===== src/rtl/scr1_clkctl_pkg.sv =====
// scr1_clkctl_pkg: shared channel-state type, channel limit and counter sizing for the clock controller
package scr1_clkctl_pkg;
  typedef enum logic [1:0] {CH_RUN, CH_DRAIN, CH_OFF, CH_WAKE} chan_state_e;
  localparam int SCR1_CLKCTL_NCH_MAX = 8;
  // Hysteresis and wake windows share one counter since a channel is never in both states.
  function automatic int cnt_width(input int hyst, input int wake);
    int m;
    m = hyst > wake ? hyst : wake;
    return m > 0 ? $clog2(m + 1) : 1;
  endfunction
endpackage


===== src/rtl/scr1_cg.sv =====
// scr1_cg: glitch-free latch-based clock gate; enable captured while clk is low, test_mode forces it open
module scr1_cg (
  input  logic clk,
  input  logic clk_en,
  input  logic test_mode,
  output logic clk_out
);
  logic en_lat;
  always_latch begin
    if (!clk) en_lat = clk_en | test_mode;
  end
  assign clk_out = clk & en_lat;
endmodule


===== src/rtl/scr1_clkctl_chan.sv =====
// scr1_clkctl_chan: one gated channel (RUN/DRAIN/OFF/WAKE FSM, shared counter, clock gate)
// DRAIN hysteresis exists only when SCR1_CLKCTRL_HYST_EN is defined.
module scr1_clkctl_chan
  import scr1_clkctl_pkg::*;
#(
  parameter int HYST_CYC = 4,
  parameter int WAKE_CYC = 2
) (
  input  logic clk,
  input  logic ctrl_rst_n,
  input  logic test_mode,
  input  logic sleep_req,
  input  logic wake_req,
  output logic clk_out,
  output logic clk_en,
  output logic ready
);
  localparam int CW = cnt_width(HYST_CYC, WAKE_CYC);
`ifdef SCR1_CLKCTRL_HYST_EN
  localparam logic [CW-1:0] HYST_LD = CW'(HYST_CYC > 0 ? HYST_CYC - 1 : 0);
`endif
  localparam logic [CW-1:0] WAKE_LD = CW'(WAKE_CYC > 0 ? WAKE_CYC - 1 : 0);
  chan_state_e state, state_nxt;
  logic [CW-1:0] cnt, cnt_nxt;
  logic go_sleep;
  assign go_sleep = sleep_req & ~wake_req;
  always_ff @(posedge clk or negedge ctrl_rst_n) begin
    if (!ctrl_rst_n) begin
      state  <= CH_RUN;
      cnt    <= '0;
      clk_en <= 1'b1;
      ready  <= 1'b1;
    end else begin
      state  <= state_nxt;
      cnt    <= cnt_nxt;
      clk_en <= state_nxt != CH_OFF;
      ready  <= state_nxt == CH_RUN || state_nxt == CH_DRAIN;
    end
  end
  always_comb begin
    state_nxt = state;
    cnt_nxt   = cnt != '0 ? cnt - 1'b1 : cnt;
    case (state)
      CH_RUN: begin
        if (go_sleep) begin
`ifdef SCR1_CLKCTRL_HYST_EN
          state_nxt = HYST_CYC == 0 ? CH_OFF : CH_DRAIN;
          cnt_nxt   = HYST_LD;
`else
          state_nxt = CH_OFF;
          cnt_nxt   = '0;
`endif
        end
      end
`ifdef SCR1_CLKCTRL_HYST_EN
      CH_DRAIN: begin
        state_nxt = !go_sleep ? CH_RUN : cnt == '0 ? CH_OFF : CH_DRAIN;
        cnt_nxt   = !go_sleep ? '0 : cnt_nxt;
      end
`endif
      CH_OFF: begin
        if (wake_req) begin
          state_nxt = WAKE_CYC == 0 ? CH_RUN : CH_WAKE;
          cnt_nxt   = WAKE_LD;
        end
      end
      CH_WAKE: state_nxt = cnt == '0 ? CH_RUN : CH_WAKE;
      default: begin
        state_nxt = CH_RUN;
        cnt_nxt   = '0;
      end
    endcase
  end
  scr1_cg i_cg (
    .clk       (clk),
    .clk_en    (clk_en),
    .test_mode (test_mode),
    .clk_out   (clk_out)
  );
endmodule


===== src/rtl/scr1_clk_ctrl_mc.sv =====
// scr1_clk_ctrl_mc: multi-channel clock controller, NCH independent sleep/wake gated domains
// Define SCR1_CLKCTRL_HYST_EN to enable the idle-hysteresis DRAIN state.
module scr1_clk_ctrl_mc
  import scr1_clkctl_pkg::*;
#(
  parameter int NCH      = 2,
  parameter int HYST_CYC = 4,
  parameter int WAKE_CYC = 2
) (
  input  logic           clk,
  input  logic           ctrl_rst_n,
  input  logic           test_mode,
  input  logic [NCH-1:0] sleep_req_i,
  input  logic [NCH-1:0] wake_req_i,
  output logic           clk_alw_on_o,
  output logic [NCH-1:0] clk_o,
  output logic [NCH-1:0] clk_en_o,
  output logic [NCH-1:0] ready_o,
  output logic           all_asleep_o
);
  assign clk_alw_on_o = clk;
  assign all_asleep_o = ~|clk_en_o;
  for (genvar i = 0; i < NCH; i++) begin : g_ch
    scr1_clkctl_chan #(
      .HYST_CYC (HYST_CYC),
      .WAKE_CYC (WAKE_CYC)
    ) i_chan (
      .clk        (clk),
      .ctrl_rst_n (ctrl_rst_n),
      .test_mode  (test_mode),
      .sleep_req  (sleep_req_i[i]),
      .wake_req   (wake_req_i[i]),
      .clk_out    (clk_o[i]),
      .clk_en     (clk_en_o[i]),
      .ready      (ready_o[i])
    );
  end
endmodule


===== config.mk =====
export PLATFORM = sky130hd
export DESIGN_NAME = scr1_clk_ctrl_mc
export DESIGN_NICKNAME = d
export VERILOG_FILES = /design/src/rtl/scr1_clkctl_pkg.sv /design/src/rtl/scr1_cg.sv /design/src/rtl/scr1_clkctl_chan.sv /design/src/rtl/scr1_clk_ctrl_mc.sv
export SDC_FILE = /design/constraint.sdc
export NUM_CORES = 1
export LEC_CHECK = 0
export BUFFER_PORTS_ARGS = -buffer_cell sky130_fd_sc_hd__buf_4
export CAP_MARGIN = 5
export CORE_UTILIZATION = 45
export CTS_CLUSTER_SIZE = 14
export DETAILED_ROUTE_END_ITERATION = 10
export GPL_ROUTABILITY_DRIVEN = 1
export GPL_TIMING_DRIVEN = 1
export PLACE_DENSITY = 0.68
export RECOVER_POWER = 25
export SETUP_SLACK_MARGIN = 0.3
export SLEW_MARGIN = 10
export SYNTH_ARGS = -nofsm -noshare
export SYNTH_HDL_FRONTEND = slang
export SYNTH_SLANG_ARGS = --single-unit

===== constraint.sdc =====
create_clock -name clk -period 1.76 [get_ports clk]
set_clock_uncertainty 0.15 [all_clocks]
set_input_delay 0.264 -clock clk [delete_from_list [all_inputs] [get_ports clk]]
set_output_delay 0.264 -clock clk [all_outputs]
set_load 0.03 [all_outputs]

# --- Word level (Yosys, flattened, before mapping) ---
# Index checks and enable logic that the tools add are counted.
totals:
  in_bits: 7
  register_bits: 14
  word_cells: 58
  latch_bits: 2
op_classes:
  n_eq_ne: 8
  n_reduce_logical: 12
  bitwise: 8
  n_mux: 18
  n_addsub: 2
op_table:
  columns: ["operator", "n"]
  rows:
  - ["$mux 3", 6]
  - ["$pmux 3 s3", 2]
  - ["$mux 2", 6]
  - ["$pmux 2 s3", 2]
  - ["$eq 2x2->1 const B", 4]
  - ["$logic_not 2->1", 4]
  - ["$logic_not 3->1", 2]
  - ["$reduce_bool 3->1", 2]
  - ["$sub 3x1->3 const B", 2]
  - ["$and 1x1->1", 4]
  - ["$eq 2x1->1 const B", 2]
  - ["$ne 2x2->1 const B", 2]
  - ["$logic_or 1x1->1", 2]
  - ["$mux 1", 2]
  - ["$not 1->1", 2]
  - ["$or 1x1->1", 2]
  - ["$reduce_or 2->1", 1]
  - ["$logic_not 1->1", 1]

# --- Depth between registers and ports, before layout ---
# Gate-level depths: netlist of run 1.
depth:
  depth_word: 6
  depth_mapped: 6

# --- Cells and area by module ---
# Synthesis of run 1 repeated with hierarchy kept, for this count alone.
hier_totals:
  hier_cells: 76
  area_unflattened_um2: 779.5
modules_own_cells:
  columns: ["mod", "seq_area_each_um2", "area_each_um2", "instances", "cells_each"]
  rows:
  - ["scr1_clkctl_chan", 177.7, 356.6, 2, 34]
  - ["scr1_cg", 0.0, 27.5, 2, 3]
  - ["scr1_clk_ctrl_mc", 0.0, 11.3, 1, 2]

==> run_results.csv, run 1 <==
group,metric,value,unit
status,status,"complete, but fails checks",
status,violations,"setup timing",
detailed_routing,num_vias,633,
global_route,grtUsageMet3,0.1224,
synthesis,synth_xor_area_frac,0.02191,
synthesis,synth_nets,98,
synthesis,synth-adder-area-share,0.06260,
finish,num_antenna_cells,0,
global_route,top_usage_layer,"met2",
timing,worstMarginPinSlew,0.7445,ns
global_route,grt_antenna_before_repair,0,
synthesis,syn_area,799.5,um^2
timing,hold_viol,0,
placement,port_buffers,14,
global_route,grt_pass1_wl,2490,um
pwr,finalPower,2.438,mW
timing,finalSetupViolCount,4,
pwr,p_clk_frac,0.347,
critical_path,worst-r2r-setup-slack,0.08,ns
timing,relSlewSlack,0.5037,
clocking,clk_pin_slew,0.09,ns
finish,final_cell_mix,"nor2_1, dfrtp_1, buf_6",
global_route,grt_max_degree,15,
synthesis,synth-simple-area-share,0.2128,
critical_path,cp-end-kind,"output port",
finish,layout_commonest_cell,"nor2_1",
floorplanning,start_util,0.5071,
critical_path,rr_worst_depth,1,
detailed_routing,wirelength,1573,um
finish,stdcell_count,126,
pwr,power.density,2230,nW/um^2
floorplanning,dieWidth,44.15,um
critical_path,timing.rr.end,"g_ch[1].i_chan.i_cg.en_lat",
synthesis,ys_ff_latch,16,
floorplanning,dieHeight,44.15,um
global_route,first_global_vias,625,
global_route,grt.total_usage,0.1959,
finish,multiInputGateArea,372.9,um^2
timing,slew_violations,0,
critical_path,cp_data_arrival_time,1.92,ns
clocking,clk-insertion-delay-late,0.39,ns
critical_path,rr_startpoint,"g_ch[1].i_chan.clk_en",
detailed_routing,dr.pass1.iters,6,
pwr,power_frac_comb,0.383,
finish,syn2layout_area_growth,36.78,%
floorplanning,die_area,1949,um^2
critical_path,crit_end,"clk_o[1]",
detailed_routing,drc,0,
synthesis,ys_warn_count,0,
placement,gp_congestion,0.7268,
pwr,swShare,0.4031,
global_route,grtUsageMet2,0.3088,
placement,dpl.hpwl,917,um
finish,fillers,128,
pwr,seqPwrFrac,0.269,
pwr,power_switching,0.9830,mW
finish,drive_gt1_frac,0.3818,
global_route,gr-total-overflow,0,
synthesis,ys_types,22,
timing,rsz0062_at_grt,"true",
floorplanning,row_count,14,
critical_path,critPathLaunchType,"latch",
pwr,p_leak,0.5185,nW
floorplanning,coreArea,1577,um^2
critical_path,critPathRequiredTime,1.35,ns
finish,utilization,0.6937,
critical_path,cp-startpoint,"g_ch[1].i_chan.i_cg.en_lat",
finish,finalNetCount,121,
floorplanning,ios,15,
pwr,p_int,1.455,mW
critical_path,critical_path.max_fanout,1,
pwr,vdd_drop_max,1349,uV
timing,fin_ws,-0.5734,ns
critical_path,path_class,"latch -> out",
synthesis,postSynthAreaPerCell,9.190,um^2
detailed_routing,via_per_inst,5.024,
synthesis,muxShareOfSynthArea,0,
detailed_routing,drtIter0Drc,14,
timing,holdWs,0.03920,ns
finish,regArea,385.4,um^2
synthesis,syn_inst,87,
placement,place_area,872.1,um^2
finish,fin_area,1094,um^2
detailed_routing,wl_per_cell,12.48,um
run,drv_cap,0,
clocking,cts_tree,"done",
timing,fin_setup_tns,-1.145,ns
synthesis,synth_top_family_by_area,"simple AND/OR/NAND/NOR gates",
min_path,hp-class,"in -> latch",
placement,pre_cts_slack,-0.1551,ns
synthesis,synth_compound_area_frac,0.1080,
placement,dp.cells,110,
detailed_routing,drtAntennaViolNets,0,
global_route,met1_usage,0.1821,
flip-flops by register name, summed over array words and instances (netlist names):
name and cells:
g_ch.i_chan.ready 2, g_ch.i_chan.state 4, g_ch.i_chan.i_cg.en_lat 2, g_ch.i_chan.cnt 6
g_ch.i_chan.clk_en 2
critical path, cell delays in order, from the launching register on:
cell     delay (ns)
dlxtn_1        0.40
and2_4         0.13
buf_6          0.12
synthesized netlist by cell type:
library cell | instances | area (um^2)
nor2_1 | 14 | 52.55
dfrtp_1 | 10 | 250.2
inv_1 | 10 | 37.54
buf_4 | 7 | 52.55
a21oi_1 | 6 | 30.03
nand2_1 | 5 | 18.77
dfstp_2 | 4 | 105.1
ha_1 | 4 | 50.05
nor2b_1 | 4 | 25.02
o21ai_0 | 4 | 20.02
nor3_1 | 3 | 15.01
and2_1 | 2 | 12.51
dlxtn_1 | 2 | 30.03
o21ai_1 | 2 | 10.01
or2_2 | 2 | 12.51
xnor2_1 | 2 | 17.52
a211oi_2 | 1 | 12.51
a31oi_1 | 1 | 6.260
nand2b_1 | 1 | 6.260
nand2b_4 | 1 | 13.76
nor2b_4 | 1 | 13.76
o21a_1 | 1 | 7.510
cells by family (layout without fill, tap and decap cells):
kind of cell             after synthesis  in the layout
latches                                2              2
adder cells (fa/ha/maj)                4              4
AND/OR/NAND/NOR                       33             33
XOR/XNOR                               2              2
AO/OA/AOI/OAI                         15             15
buffers and inverters                 17             40
flip-flops                            14             14
worst min-delay path by stage:
stage,startpoint,end,slack [ns],cells after the start
2_1_floorplan,ctrl_rst_n,g_ch[0].i_chan.cnt[0],-0.18,0
3_3_place_gp,ctrl_rst_n,g_ch[0].i_chan.state[1],-0.03,1
3_5_place_dp,ctrl_rst_n,g_ch[0].i_chan.cnt[0],-0.03,1
4_1_cts,test_mode,g_ch[1].i_chan.i_cg.en_lat,0.03,2
5_1_grt,test_mode,g_ch[0].i_chan.i_cg.en_lat,0.02,2
6_report,test_mode,g_ch[1].i_chan.i_cg.en_lat,0.04,2
per-layer routing:
layer  wire length (um)  up-vias
met5                  0        -
met4                 23        0
met3                133        4
met2                803       24
met1                612      290
li1                   -      315
power by group through the flow:
stage | clock, mW | sequential [mW] | combinational, mW
final | 0.847 | 0.657 | 0.935
after global routing | 0.900 | 0.679 | 1.04
after floorplan | 0.317 | 0.618 | 0.630
after global placement | 0.279 | 0.640 | 0.712
after CTS | 0.834 | 0.653 | 0.814
after detailed placement | 0.279 | 0.640 | 0.751
final cells by class:
type,count,area share
clock buffers,10,0.08581
well taps,16,0.01831
clock inverters,2,0.01945
repair buffers,18,0.1487
multi-input cells,54,0.3410
flip-flops and latches,16,0.3524
inverters,10,0.03432
what timing repair did:
item	CTS	global route
gates resized for setup	15	9
pin swaps	1	2
setup buffers	0	2
hold buffers	5	0
endpoints found under the hold margin	17	0
endpoints found under the setup margin	13	15
cloned	0	0
No activity file was read; power rests on OpenSTA's default activity.
==> inputs of run 2 (changes only) <==
SYNTH_HIERARCHICAL = 1   (was unset)
==> run 2 against run 1 <==
The flow still finishes with violations (setup timing). Core utilization rose by 9.8 points. Synthesized cell count decreased by 13%. Clock power is 1% higher. Register-to-register slack about the same. Critical path depth unchanged. Hold slack lost 0.0087 ns. Flip-flop and latch count did not move. Non-clock buffer count up 8. Global-route usage increased by 1.4 points.
==> run_results.csv, run 2 <==
group,metric,value,unit
detailed_routing,drtAntennaViolNets,0,
detailed_routing,wl_per_cell,13.84,um
floorplanning,row_count,14,
min_path,hold_depth,2,
floorplanning,coreArea,1559,um^2
placement,pre_cts_slack,-0.1655,ns
critical_path,rr_worst_depth,1,
synthesis,ys_warn_count,6,
synthesis,syn_inst,76,
synthesis,synthTopCellsByArea,"dfrtp_1, dfstp_2, ha_1",
critical_path,path_cells,"and2_4 > buf_6",
timing,rsz0062_at_grt,"true",
synthesis,synth_edf_count,0,
clocking,clk-insertion-delay-late,0.41,ns
synthesis,yosysMostFrequentCell,"dfrtp_1",
run,drv_cap,0,
detailed_routing,drtIter0Drc,17,
placement,gp_congestion,0.7500,
finish,fillers,96,
timing,worstMarginPinSlew,0.8197,ns
critical_path,cp.depth,2,
critical_path,critical_path.max_fanout,1,
min_path,hp-class,"in -> latch",
placement,port_buffers,14,
finish,final_cell_mix,"buf_4, dfrtp_1, buf_6",
timing,relSlewSlack,0.4535,
finish,num_antenna_cells,0,
synthesis,synth_top_area_share,0.3210,
finish,largest_register_ffs,6,
critical_path,cpPeakStageDelay,0.41,ns
timing,fin_ws,-0.6115,ns
floorplanning,dieHeight,43.62,um
finish,syn2layout_area_growth,58.27,%
synthesis,syn_area,779.5,um^2
finish,multiInputGateArea,450.4,um^2
global_route,grt_pass1_wl,2635,um
synthesis,synth_largest_area_cell,"dfrtp_1",
global_route,grt.total_usage,0.2100,
critical_path,rr_startpoint,"g_ch[1].i_chan/clk_en",
placement,dpl.hpwl,951.8,um
floorplanning,die_area,1903,um^2
timing,slew_violations,0,
pwr,p_leak,0.5661,nW
critical_path,critical_path.top_delay_family,"latches",
detailed_routing,via_per_inst,5.194,
pwr,p_clk_frac,0.309,
detailed_routing,dr.pass1.iters,4,
critical_path,path_class,"latch -> out",
status,status,"complete, but fails checks",
pwr,vdd_drop_max,1532,uV
critical_path,cp-end-kind,"output port",
synthesis,synthTopCellsByCount,"dfrtp_1, inv_1, nor2_1",
clocking,cts_tree,"done",
timing,hold_viol,0,
finish,top_register,"g_ch.i_chan/cnt",
critical_path,cp-startpoint,"g_ch[0].i_chan/i_cg/en_lat",
detailed_routing,num_vias,670,
floorplanning,ios,15,
pwr,swShare,0.3894,
critical_path,critPathSlowestCell,"dlxtn_2",
pwr,power_frac_comb,0.450,
detailed_routing,drc,0,
global_route,grt_max_degree,15,
pwr,power_switching,1.081,mW
pwr,seqPwrFrac,0.241,
global_route,gr-total-overflow,0,
synthesis,ys_ff_latch,16,
pwr,finalPower,2.776,mW
critical_path,timing.critical_path.buf_inv,1,
pwr,power.density,2250,nW/um^2
global_route,grt_antenna_before_repair,0,
min_path,hold_start,"test_mode",
synthesis,synth_top_flop_cell,"dfrtp_1",
finish,finalNetCount,124,
global_route,first_global_vias,648,
detailed_routing,wirelength,1785,um
finish,layout_commonest_cell,"buf_4",
critical_path,cp_data_arrival_time,1.96,ns
synthesis,synthArstFlopShare,0.8750,
synthesis,synth_nets,87,
critical_path,critPathRequiredTime,1.35,ns
floorplanning,start_util,0.5000,
status,violations,"setup timing",
finish,drive_gt1_frac,0.5044,
synthesis,postSynthAreaPerCell,10.26,um^2
finish,regArea,387.9,um^2
pwr,p_int,1.695,mW
clocking,clk_pin_slew,0.10,ns
timing,finalSetupViolCount,4,
synthesis,ys_types,23,
finish,top_regs,"g_ch.i_chan/cnt x6, g_ch.i_chan/state x4",
critical_path,critPathLaunchType,"latch",
floorplanning,dieWidth,43.62,um
## run 2: cell families (layout without fill, tap and decap cells)
logic type / Yosys count / after routing / synth area share
xor gates and xnor gates: 2 / 2 / 0.02248
adders and majority gates: 4 / 4 / 0.06421
AOI/OAI and AO/OA: 14 / 14 / 0.1091
and+or+nand+nor: 29 / 29 / 0.2359
muxes: 2 / 2 / 0.02568
buffers and inverters: 9 / 46 / 0.04816
DFF: 14 / 14 / 0.4559
latches: 2 / 2 / 0.03852
## run 2: path summary, 6_finish.rpt
check | end | slack [ns]
hold / removal | g_ch[0].i_chan/i_cg/en_lat | 0.03
hold reg to reg | g_ch[0].i_chan/state[1] | 0.39
setup / recovery | clk_o[0] | -0.61
max in group asynchronous | g_ch[1].i_chan/state[1] | 0.63
setup reg to reg | g_ch[1].i_chan/i_cg/en_lat | 0.07
min in group asynchronous | g_ch[0].i_chan/cnt[2] | 0.32
## run 2: timing repair
action,4_1_cts,5_1_grt
hold buffers,5,0
buffers inserted,3,7
setup endpoints to repair,14,16
pin swaps,0,7
gates cloned,0,0
gates resized for setup,12,18
hold endpoints to repair,19,0
## run 2: power by group through the flow
stage	Clock, mW	Sequential, mW	Combinational (mW)
final	0.859	0.669	1.25
after detailed placement	0.314	0.648	0.874
after CTS	0.856	0.655	0.968
after global routing	0.913	0.685	1.35
after floorplan	0.252	0.703	0.621
after global placement	0.314	0.640	0.848
## run 2: layer usage
layer	GRT usage	wire length [um]	up-vias
met5	0	0	-
met4	0.1750	33	0
met3	0.1208	77	5
met2	0.3254	933	19
met1	0.1984	741	313
li1	-	-	333
## run 2: metrics by stage
stage / setup TNS (ns) / std cells / hold WS, ns / cell area (um^2) / util
finish: -1.205 / 129 / 0.03049 / 1234 / 0.7913
global route: -1.294 / 129 / 0.001978 / 1234 / 0.7913
CTS: -1.225 / 122 / -0.001408 / 1106 / 0.7095
detailed placement: -0.3265 / 105 / -0.02693 / 927.1 / 0.5947
global placement: -0.3218 / 105 / -0.02808 / 927.1 / 0.5947
floorplan: -0.1642 / 76 / -0.1816 / 809.5 / -
## run 2: layout make-up
class	count	share of cell area
Sequential cell	16	0.3144
Inverter	8	0.02434
Timing Repair Buffer	26	0.1866
Tap cell	16	0.01623
Clock inverter	2	0.01724
Multi-Input combinational cell	51	0.3651
Clock buffer	10	0.07607
==> inputs of run 3 (changes only) <==
ABC_AREA = 1   (was unset)
==> run 3 against run 2 <==
The run still ends with setup timing left. Highest routed layer unchanged. Non-clock buffer count is 10 lower. Synthesized cell count is 42% higher. Combinational power is 18% lower. Hold slack worse by 0.0011 ns. Global-route usage is 1.9 points lower. Sequential power is 0.6% higher.
==> run_results.csv, run 3 <==
group,metric,value,unit
floorplanning,die_area,1990,um^2
floorplanning,dieHeight,44.61,um
synthesis,postSynthAreaPerCell,7.565,um^2
detailed_routing,wl_per_cell,9.604,um
min_path,hp-class,"in -> latch",
clocking,clk_pin_slew,0.09,ns
finish,drive_gt1_frac,0.3731,
critical_path,timing.critical_path.buf_inv,2,
placement,dp.cells,146,
synthesis,ys_types,17,
global_route,grt.total_usage,0.1909,
status,status,"complete, but fails checks",
timing,rsz0062_at_grt,"true",
critical_path,crit_end,"clk_o[1]",
floorplanning,start_util,0.4784,
synthesis,synthTopCellsByCount,"nand2_1, inv_1, nor2_1, dfrtp_1",
finish,stdcell_count,159,
critical_path,critical_path.max_fanout,1,
pwr,power.density,2286,nW/um^2
status,violations,"setup timing",
synthesis,ys_ff_latch,16,
finish,largest_register_ffs,6,
finish,top_regs,"g_ch.i_chan/cnt x6, g_ch.i_chan/state x4",
critical_path,path_cells,"nand2_1 > inv_2 > buf_6",
synthesis,synth_largest_area_cell,"dfrtp_1",
floorplanning,ios,15,
critical_path,cpPeakStageDelay,0.40,ns
critical_path,critPathLaunchType,"latch",
finish,top_register,"g_ch.i_chan/cnt",
detailed_routing,wirelength,1527,um
critical_path,critPathSlowestCell,"dlxtn_2",
placement,gp_congestion,0.8143,
timing,fin_ws,-0.5655,ns
synthesis,synth_edf_count,0,
critical_path,cp-startpoint,"g_ch[1].i_chan/i_cg/en_lat",
timing,hold_viol,0,
critical_path,cp.depth,3,
clocking,clk-insertion-delay-late,0.39,ns
synthesis,synth_top_flop_cell,"dfrtp_1",
finish,num_antenna_cells,0,
pwr,finalPower,2.529,mW
run,drv_cap,0,
synthesis,synthArstFlopShare,0.8750,
global_route,grt_max_degree,15,
finish,finalNetCount,146,
critical_path,rr_startpoint,"g_ch[1].i_chan/clk_en",
finish,syn2layout_area_growth,35.38,%
detailed_routing,drtIter0Drc,7,
placement,dpl.hpwl,1029,um
synthesis,synth_top_area_share,0.3063,
synthesis,synth_nets,119,
critical_path,critPathRequiredTime,1.35,ns
global_route,first_global_vias,659,
critical_path,cp-end-kind,"output port",
synthesis,synthTopCellsByArea,"dfrtp_1, nand2_1, dfstp_2",
synthesis,syn_inst,108,
detailed_routing,drtAntennaViolNets,0,
critical_path,rr_worst_depth,2,
finish,final_cell_mix,"nand2_1, nor2_1, inv_1",
global_route,gr-total-overflow,0,
placement,place_area,945.9,um^2
synthesis,syn_area,817.0,um^2
timing,fin_setup_tns,-1.127,ns
synthesis,yosysMostFrequentCell,"nand2_1",
critical_path,worst-r2r-setup-slack,0.08,ns
floorplanning,row_count,15,
critical_path,timing.rr.end,"g_ch[1].i_chan/i_cg/en_lat",
placement,port_buffers,14,
timing,worstMarginPinSlew,0.7485,ns
timing,finalSetupViolCount,4,
floorplanning,coreArea,1708,um^2
clocking,cts_tree,"done",
pwr,vdd_drop_max,1305,uV
detailed_routing,drc,0,
detailed_routing,via_per_inst,4.421,
detailed_routing,dr.pass1.iters,6,
timing,slew_violations,0,
critical_path,critical_path.top_delay_family,"latches",
finish,fillers,140,
finish,fin_area,1106,um^2
detailed_routing,num_vias,703,
synthesis,ys_warn_count,6,
critical_path,path_class,"latch -> out",
timing,relSlewSlack,0.5010,
global_route,grt_pass1_wl,2428,um
global_route,grt_antenna_before_repair,0,
floorplanning,dieWidth,44.61,um
pwr,p_leak,0.6248,nW
critical_path,cp_data_arrival_time,1.91,ns
finish,layout_commonest_cell,"nand2_1",
==> run 3: per-stage QoR <==
| step | setup WS (ns) | util | hold WS, ns |
|---|---|---|---|
| final | -0.5655 | 0.6476 | 0.02944 |
| after global routing | -0.6132 | 0.6476 | 0.02053 |
| after CTS | -0.5699 | 0.6315 | 0.001732 |
| after detailed placement | -0.1377 | 0.5538 | -0.02543 |
| after global placement | -0.1274 | 0.5538 | -0.02540 |
| after floorplan | -0.07501 | - | -0.1816 |
==> run 3: cells by family (layout without fill, tap and decap cells) <==
group,Yosys count,in the layout,synth area share
simple gates,59,59,0.3201
buf+inv,23,49,0.1103
flops,14,14,0.4349
compound gates,6,6,0.03675
fa+ha+maj,4,4,0.06126
latches,2,2,0.03675
==> run 3: per-layer routing <==
layer	GRT usage	part of all wire	up-vias
met5	0	0	-
met4	0.2485	0.028	0
met3	0.08980	0.037	6
met2	0.2265	0.45	12
met1	0.2167	0.49	314
li1	-	-	371
==> run 3: cell type report <==
type | count | area (um^2) | area share
clock inverters | 3 | 25.02 | 0.02262
multi-input cells | 69 | 346.6 | 0.3133
repair buffers | 16 | 146.4 | 0.1324
inverters | 20 | 75.07 | 0.06787
flip-flops and latches | 16 | 387.9 | 0.3507
well taps | 25 | 31.28 | 0.02828
clock buffers | 10 | 93.84 | 0.08484
==> run 3: tightest hold or removal path: cells and delay by family <==
family                 cells  cell delay (ns)
buffers and inverters      2             0.16
and+or+nand+nor            1             0.04
==> run 3: timing repair <==
item                       in CTS  in global routing
resized for setup               8                  8
hold endpoints to repair       16                  0
pin swaps                       0                  2
buffers inserted                0                  2
hold buffers                    3                  0
setup endpoints to repair      12                 12
==> run 3: worst min path at each step <==
stage | from | to | slack, ns | cells past startpoint
finish | test_mode | g_ch[0].i_chan/i_cg/en_lat | 0.03 | 3
global placement | ctrl_rst_n | g_ch[1].i_chan/cnt[2] | -0.03 | 1
floorplan | ctrl_rst_n | g_ch[0].i_chan/cnt[0] | -0.18 | 0
detailed placement | ctrl_rst_n | g_ch[1].i_chan/cnt[2] | -0.03 | 1
CTS | test_mode | g_ch[0].i_chan/i_cg/en_lat | 0.002 | 3
global route | test_mode | g_ch[0].i_chan/i_cg/en_lat | 0.02 | 3
==> run 3: where the power goes <==
group	internal [mW]	switching (mW)
clock	0.443	0.394
sequential	0.554	0.119
combinational	0.422	0.598
